## config.mk

```make
export PLATFORM = sky130hd
export DESIGN_NAME = btn_counter_dimmer
export DESIGN_NICKNAME = d
export VERILOG_FILES = /design/src/rtl/btn_ui_pkg.sv /design/src/rtl/btn_debounce.sv /design/src/rtl/btn_counter_dimmer.sv
export SDC_FILE = /design/constraint.sdc
export NUM_CORES = 1
export LEC_CHECK = 0
export CAP_MARGIN = 20
export CORE_UTILIZATION = 35
export DETAILED_ROUTE_END_ITERATION = 16
export GPL_ROUTABILITY_DRIVEN = 0
export HOLD_SLACK_MARGIN = 0.06
export SYNTH_ARGS = -nofsm -noshare
export SYNTH_HDL_FRONTEND = slang
export SYNTH_SLANG_ARGS = --single-unit
```

## constraint.sdc

```tcl
create_clock -name clk -period 4.2 [get_ports clk]
set_input_delay 1.05 -clock clk [delete_from_list [all_inputs] [get_ports clk]]
set_output_delay 1.05 -clock clk [all_outputs]
set_load 0.005 [all_outputs]
```

## src/rtl/btn_ui_pkg.sv

```systemverilog
// Shared constants for the pushbutton UI block: button indices and
// board-default timing parameters (100 MHz clock).
package btn_ui_pkg;

  localparam int NUM_BTN = 4;

  localparam int BTN_DEC = 0;
  localparam int BTN_INC = 1;
  localparam int BTN_DIM = 2;
  localparam int BTN_BRT = 3;

  localparam int DEF_DEBOUNCE_CYC = 20_000_000;
  localparam int DEF_PWM_PERIOD   = 1_000_000;
  localparam int DEF_LEVELS       = 5;

endpackage

```

## src/rtl/btn_debounce.sv

```systemverilog
// Single-button conditioner: 2-FF synchroniser, stability timer, press pulse.
// Ports:
//   clk      in  system clock
//   reset_n  in  synchronous active-low reset
//   btn_raw  in  asynchronous active-high pushbutton
//   press    out one-cycle pulse on an accepted debounced 0->1 edge
//
// The stability timer is a down-counter reloaded whenever the synchronised
// level is about to change; when it reaches zero the current level has held
// for DEBOUNCE_CYC cycles and becomes the debounced level.
// After reset the button is not armed: a press is only reported once a
// released level has itself been debounced, so a button held through reset
// has to be let go and pressed again.
module btn_debounce #(
  parameter int DEBOUNCE_CYC = 20_000_000
) (
  input  logic clk,
  input  logic reset_n,
  input  logic btn_raw,
  output logic press
);

  localparam int CW = (DEBOUNCE_CYC > 2) ? $clog2(DEBOUNCE_CYC) : 1;
  localparam logic [CW-1:0] RELOAD = CW'(DEBOUNCE_CYC - 1);

  logic          sync1_q, sync1_d;
  logic          sync2_q, sync2_d;
  logic [CW-1:0] cnt_q,   cnt_d;
  logic          db_q,    db_d;
  logic          armed_q, armed_d;
  logic          press_q, press_d;

  always_comb begin
    sync1_d = btn_raw;
    sync2_d = sync1_q;
    cnt_d   = cnt_q;
    db_d    = db_q;
    armed_d = armed_q;
    press_d = 1'b0;

    // sync1 != sync2 means sync2 takes a new value at this edge
    if (sync1_q != sync2_q) begin
      cnt_d = RELOAD;
    end else if (cnt_q != '0) begin
      cnt_d = cnt_q - 1'b1;
    end

    if (cnt_q == '0) begin
      db_d = sync2_q;
      if (!sync2_q) begin
        armed_d = 1'b1;
      end
      press_d = sync2_q & ~db_q & armed_q;
    end
  end

  always_ff @(posedge clk) begin
    if (!reset_n) begin
      sync1_q <= 1'b0;
      sync2_q <= 1'b0;
      cnt_q   <= RELOAD;
      db_q    <= 1'b0;
      armed_q <= 1'b0;
      press_q <= 1'b0;
    end else begin
      sync1_q <= sync1_d;
      sync2_q <= sync2_d;
      cnt_q   <= cnt_d;
      db_q    <= db_d;
      armed_q <= armed_d;
      press_q <= press_d;
    end
  end

  assign press = press_q;

endmodule

```

## src/rtl/btn_counter_dimmer.sv

```systemverilog
// Pushbutton UI: saturating signed counter (dec/inc buttons) shown on LEDs,
// with LED brightness (dim/brighten buttons) applied through a PWM gate.
// Ports:
//   clk         in  system clock
//   reset_n     in  synchronous active-low reset
//   usr_btn     in  raw pushbuttons [DEC, INC, DIM, BRT] = bits [0..3]
//   usr_led     out counter value gated by PWM (registered)
//   count       out current counter value, two's complement
//   brightness  out current brightness level 0..LEVELS-1
//   pwm_on      out current PWM phase, 1 = LEDs lit
module btn_counter_dimmer
  import btn_ui_pkg::*;
#(
  parameter int CNT_W        = 4,
  parameter int DEBOUNCE_CYC = DEF_DEBOUNCE_CYC,
  parameter int PWM_PERIOD   = DEF_PWM_PERIOD,
  parameter int LEVELS       = DEF_LEVELS,
  parameter int BR_W         = 3
) (
  input  logic                    clk,
  input  logic                    reset_n,
  input  logic [NUM_BTN-1:0]      usr_btn,
  output logic [CNT_W-1:0]        usr_led,
  output logic signed [CNT_W-1:0] count,
  output logic [BR_W-1:0]         brightness,
  output logic                    pwm_on
);

  // wide enough to hold PWM_PERIOD itself (on_cnt of the top level)
  localparam int TW = $clog2(PWM_PERIOD + 1);

  localparam logic [TW-1:0]          TICK_LAST = TW'(PWM_PERIOD - 1);
  localparam logic signed [CNT_W-1:0] CNT_MAX  = {1'b0, {(CNT_W-1){1'b1}}};
  localparam logic signed [CNT_W-1:0] CNT_MIN  = {1'b1, {(CNT_W-1){1'b0}}};
  localparam logic [BR_W-1:0]         BR_MAX   = BR_W'(LEVELS - 1);

  // Level 0 keeps a small floor so the display never goes fully dark.
  function automatic logic [TW-1:0] on_cnt_of(input logic [BR_W-1:0] k);
    int v;
    if (k == '0) begin
      v = PWM_PERIOD / 20;
    end else begin
      v = int'(k) * PWM_PERIOD / (LEVELS - 1);
    end
    return TW'(v);
  endfunction

  logic [NUM_BTN-1:0] press;

  for (genvar i = 0; i < NUM_BTN; i++) begin : g_btn
    btn_debounce #(
      .DEBOUNCE_CYC(DEBOUNCE_CYC)
    ) u_db (
      .clk    (clk),
      .reset_n(reset_n),
      .btn_raw(usr_btn[i]),
      .press  (press[i])
    );
  end

  logic signed [CNT_W-1:0] count_q,      count_d;
  logic [BR_W-1:0]         brightness_q, brightness_d;
  logic [TW-1:0]           tick_q,       tick_d;
  logic [TW-1:0]           on_cnt_q,     on_cnt_d;
  logic                    pwm_on_q,     pwm_on_d;
  logic [CNT_W-1:0]        usr_led_q,    usr_led_d;

  always_comb begin
    count_d      = count_q;
    brightness_d = brightness_q;
    tick_d       = tick_q;
    on_cnt_d     = on_cnt_q;
    pwm_on_d     = pwm_on_q;
    usr_led_d    = usr_led_q;

    if (press[BTN_INC] && !press[BTN_DEC] && count_q != CNT_MAX) begin
      count_d = count_q + CNT_W'(1);
    end else if (press[BTN_DEC] && !press[BTN_INC] && count_q != CNT_MIN) begin
      count_d = count_q - CNT_W'(1);
    end

    if (press[BTN_BRT] && !press[BTN_DIM] && brightness_q != BR_MAX) begin
      brightness_d = brightness_q + BR_W'(1);
    end else if (press[BTN_DIM] && !press[BTN_BRT] && brightness_q != '0) begin
      brightness_d = brightness_q - BR_W'(1);
    end

    // on_cnt only changes at the period boundary, so every period is whole
    if (tick_q == TICK_LAST) begin
      tick_d   = '0;
      on_cnt_d = on_cnt_of(brightness_q);
    end else begin
      tick_d   = tick_q + TW'(1);
    end

    // pwm_on_q is aligned with tick_q
    pwm_on_d  = (tick_d < on_cnt_d);
    usr_led_d = pwm_on_q ? count_q : '0;
  end

  always_ff @(posedge clk) begin
    if (!reset_n) begin
      count_q      <= '0;
      brightness_q <= '0;
      tick_q       <= '0;
      on_cnt_q     <= on_cnt_of('0);
      pwm_on_q     <= 1'b0;
      usr_led_q    <= '0;
    end else begin
      count_q      <= count_d;
      brightness_q <= brightness_d;
      tick_q       <= tick_d;
      on_cnt_q     <= on_cnt_d;
      pwm_on_q     <= pwm_on_d;
      usr_led_q    <= usr_led_d;
    end
  end

  assign count      = count_q;
  assign brightness = brightness_q;
  assign pwm_on     = pwm_on_q;
  assign usr_led    = usr_led_q;

endmodule

```

==> results.yml <==
synthesis:
  fraction_of_the_mapped_netlist_area_in_adder_cells_pct: 5.86
  yosys_register_bits: 172
  synthesis.instances: 975
  synth-edff-count: 0
  synth.yosys.seq_area_share_pct: 40.9
  synth_top_family_by_area: "simple AND/OR/NAND/NOR gates"
  post_synth_most_frequent_cells: "172 x dfxtp_1, 103 x nor2_1, 89 x nand2_1"
  synth-simple-area-share_pct: 28.8
  synth.top_cells.by_area: "dfxtp_1 41%, ha_1 4.9%, nor2_1 4.6%"
  synth_async_sr_flop_share_pct: 0
  share_of_the_synthesized_area_in_compound_gates_ao_oa_aoi_oai_pct: 14.8
  netlist-cell-type-count: 61
  ys.warnings.count: 0
  yosys.area.top_type_share_pct: 40.9
  yosysTopAreaCell: "dfxtp_1"
  synthesized_cell_area_um2: 8410
  synth.area.mux_share_pct: 1.19
  synth_area_per_cell_um2: 8.63
  synth_xor_area_share_pct: 5.62
  ys_dominant_reg_cell: "dfxtp_1"
  synth.most_common_cell: "dfxtp_1"
  synth_fp_nets: 1018
timing:
  worst_slack_ns: 0.441
  tightest_pin_transition_ns: 1.01
  setup_tns_ns: 0
  finalSetupViolations: 0
  max_slew_margin_pct: 32.1
  final_clock_period_utilization_by_the_worst_path_pct: 89.5
  rsz0062_at_grt: "no"
  min_period_ns: 3.76
  hold-worst-slack_ns: 0.445
  timing.final.hold_violations: 0
  timing.clock.skew_ns: 0.0116
  max_freq_mhz: 266
  slew_viol_final: 0
setup_path:
  critPathRequiredTime_ns: 4.52
  worstPathArrival_ns: 4.08
  setup.worst_path.class: "reg2reg"
  reg2reg_setup_slack_ns: 0.44
  cp-start-kind: "flip-flop"
  worst_r2r_path_depth: 13
  worstReg2RegEnd: "pwm_on$_SDFF_PN0_"
  path_max_fanout: 8
  worstSetupEndpointType: "flip-flop"
  r2r_start: "brightness[0]$_SDFFE_PN0P_"
clocking:
  post_cts_hold_buffer_count: 0
  cts_sinks: 172
  post_cts.repair.setup_buffers: 0
  cts_buffers: 17
  cts_max_path_buffers: 2
  worstSkewPairLatency_ns: 0.44
  root_buffer_selected_by_cts: "clkbuf_16"
  clkSlewWorstSetupHoldPaths_ns: 0.06
  cts_h_tree_depth: 4
  cts_resized: 0
  tritoncts: "built"
routing:
  drt_drc_violations_left: 0
  routedWlPerCell_um: 13.8
  routed-via-count: 6838
  routed_wirelength_um: 18000
  drt.antenna.violating_nets: 0
  drt_pre_antenna_iters: 5
  viasPerCell: 5.24
  dr.first_iter.drc_count: 319
layout:
  drive_above_1_share_pct: 5.18
  finish.net_count: 1015
  stdcell_area_um2: 9430
  final_cell_count_no_fill: 1304
  regArea_um2: 3440
  fillCellCount: 2402
  n_antenna_cell: 0
  multiInputGateArea_um2: 4730
  syn2layout_area_growth_pct: 12.1
die:
  core_region_area_um2: 23500
  floorplan.rows: 56
  design.die.area_um2: 24700
  floorplan.initialDensity_pct: 35.7
  dieWidth_um: 157
  top_level_ports: 18
  vertical_extent_of_the_die_um: 157
power_and_ir_drop:
  relative_contribution_of_the_clock_network_to_total_power_pct: 48.3
  seq_power_share_pct: 48.8
  power-per-cell-area_nw_per_um2: 360
  intPower_uw: 2600
  comb_power_share_pct: 2.9
  netSwitchingFraction_pct: 23.3
  max-vdd-ir-drop_v: 0.000256
  p_switching_uw: 792
  total_leakage_power_uw: 0.00334
run:
  cap_viol_max_count: 0
global_route:
  grt.total_usage_pct: 15.6
  antenna_violations_before_repair: 0
  first_global_vias: 6541
  global_route.overflow_total: 0
  global_route_wire_length_before_repair_um: 31300
  maximum_number_of_pins_on_one_net_before_global_route_repair: 35
placed_design:
  placedInstanceArea_um2: 8820
  detailed_place_hpwl_um: 12300
  port-buffer-count: 17
  dp_worst_setup_slack_ns: 0.496
  placed_instances: 1272
min_path:
  timing.hold.worst_path_depth: 2
  min_from: "on_cnt_q[1]$_SDFF_PN0_"
  path_type_of_the_worst_min_delay_path: "reg2reg"
  worst_hold_path.endpoint: "on_cnt_q[1]$_SDFF_PN0_"
outcome:
  status: "finished, final reports clean"
critical path: stages, from the launching register on:
cell and delay (ns):
dfxtp_1 0.51, inv_1 0.19, fa_1 0.69, xnor2_1 0.11, ha_1 0.24, or3_1 0.32, a31oi_1 0.21, xnor2_1 0.16
a22oi_1 0.11, ha_1 0.34, nand4_1 0.16, nor4_1 0.32, o211ai_1 0.14, o2111a_1 0.14
registers in the layout (all words and copies together) (netlist names), 4 cells and up:
signal,cells
count,4
g_btn.u_db.armed_q,4
g_btn.u_db.cnt_q,100
g_btn.u_db.db_q,4
g_btn.u_db.press,4
g_btn.u_db.sync1_q,4
g_btn.u_db.sync2_q,4
on_cnt_q,20
tick_q,20
usr_led,4
area by class of cell:
cell class	count	share of cell area, %
Multi-Input combinational cell	744	50.2
Sequential cell	172	36.5
Clock buffer	20	4.85
Tap cell	319	4.23
Timing Repair Buffer	18	1.83
Clock inverter	12	1.59
Inverter	19	0.757
layer usage:
metal  GRT usage (%)  share of wire, %  vias to the layer above  wire [um]
met1            21.1                52                     3177       9310
met4            6.01               1.4                        0        257
li1                -                 -                     3555          -
met5               0                 0                        -          0
met2            25.1                44                       85       7950
met3            2.37               2.9                       21        514
through the flow:
step                utilization (%)  total power [uW]
detailed placement             37.5              1800
global route                   40.0              3510
global placement               37.5              1800
floorplan                         -              1760
finish                         40.0              3400
CTS                            40.0              3440
logic make-up (layout without fill, tap and decap cells):
kind of cell | after synthesis | after routing
AND/OR/NAND/NOR | 452 | 452
AO/OA/AOI/OAI | 191 | 191
flip-flops | 172 | 172
buffers and inverters | 59 | 69
XOR/XNOR | 54 | 54
adder cells (fa/ha/maj) | 37 | 37
multiplexers | 10 | 10
layout by cell type, fill, tap and decap left out, types with 16 or more instances in the layout:
master / instances
nand3_1: 29
and2_1: 29
ha_1: 33
clkdlybuf4s50_1: 16
or3_1: 23
inv_1: 19
dfxtp_1: 172
or4_1: 24
nor2_1: 103
a21oi_1: 53
nor3_1: 25
and3_1: 21
clkbuf_16: 17
nor4_1: 20
xnor2_1: 44
nand2_1: 89
and4_1: 16
a211oi_1: 17
o21ai_0: 43
worst max-delay path by stage:
stage / start / to / slack [ns] / depth (start not counted)
3_3_place_gp: brightness[0]$_SDFFE_PN0P_ / pwm_on$_SDFF_PN0_ / 0.56 / 13
4_1_cts: brightness[0]$_SDFFE_PN0P_ / pwm_on$_SDFF_PN0_ / 0.45 / 13
6_report: brightness[0]$_SDFFE_PN0P_ / pwm_on$_SDFF_PN0_ / 0.44 / 13
2_1_floorplan: brightness[2]$_SDFFE_PN0P_ / pwm_on$_SDFF_PN0_ / 0.81 / 14
5_1_grt: brightness[0]$_SDFFE_PN0P_ / pwm_on$_SDFF_PN0_ / 0.17 / 13
3_5_place_dp: brightness[0]$_SDFFE_PN0P_ / pwm_on$_SDFF_PN0_ / 0.50 / 13
power groups by stage:
stage / Sequential [uW] / Combinational (uW) / Clock [uW]
2_1_floorplan: 1690 / 71.7 / 0
3_3_place_gp: 1700 / 99.2 / 0
3_5_place_dp: 1700 / 99.7 / 0
4_1_cts: 1660 / 99.9 / 1680
5_1_grt: 1660 / 111 / 1740
6_report: 1660 / 97.2 / 1640
Power figures use the tool's default switching activity.
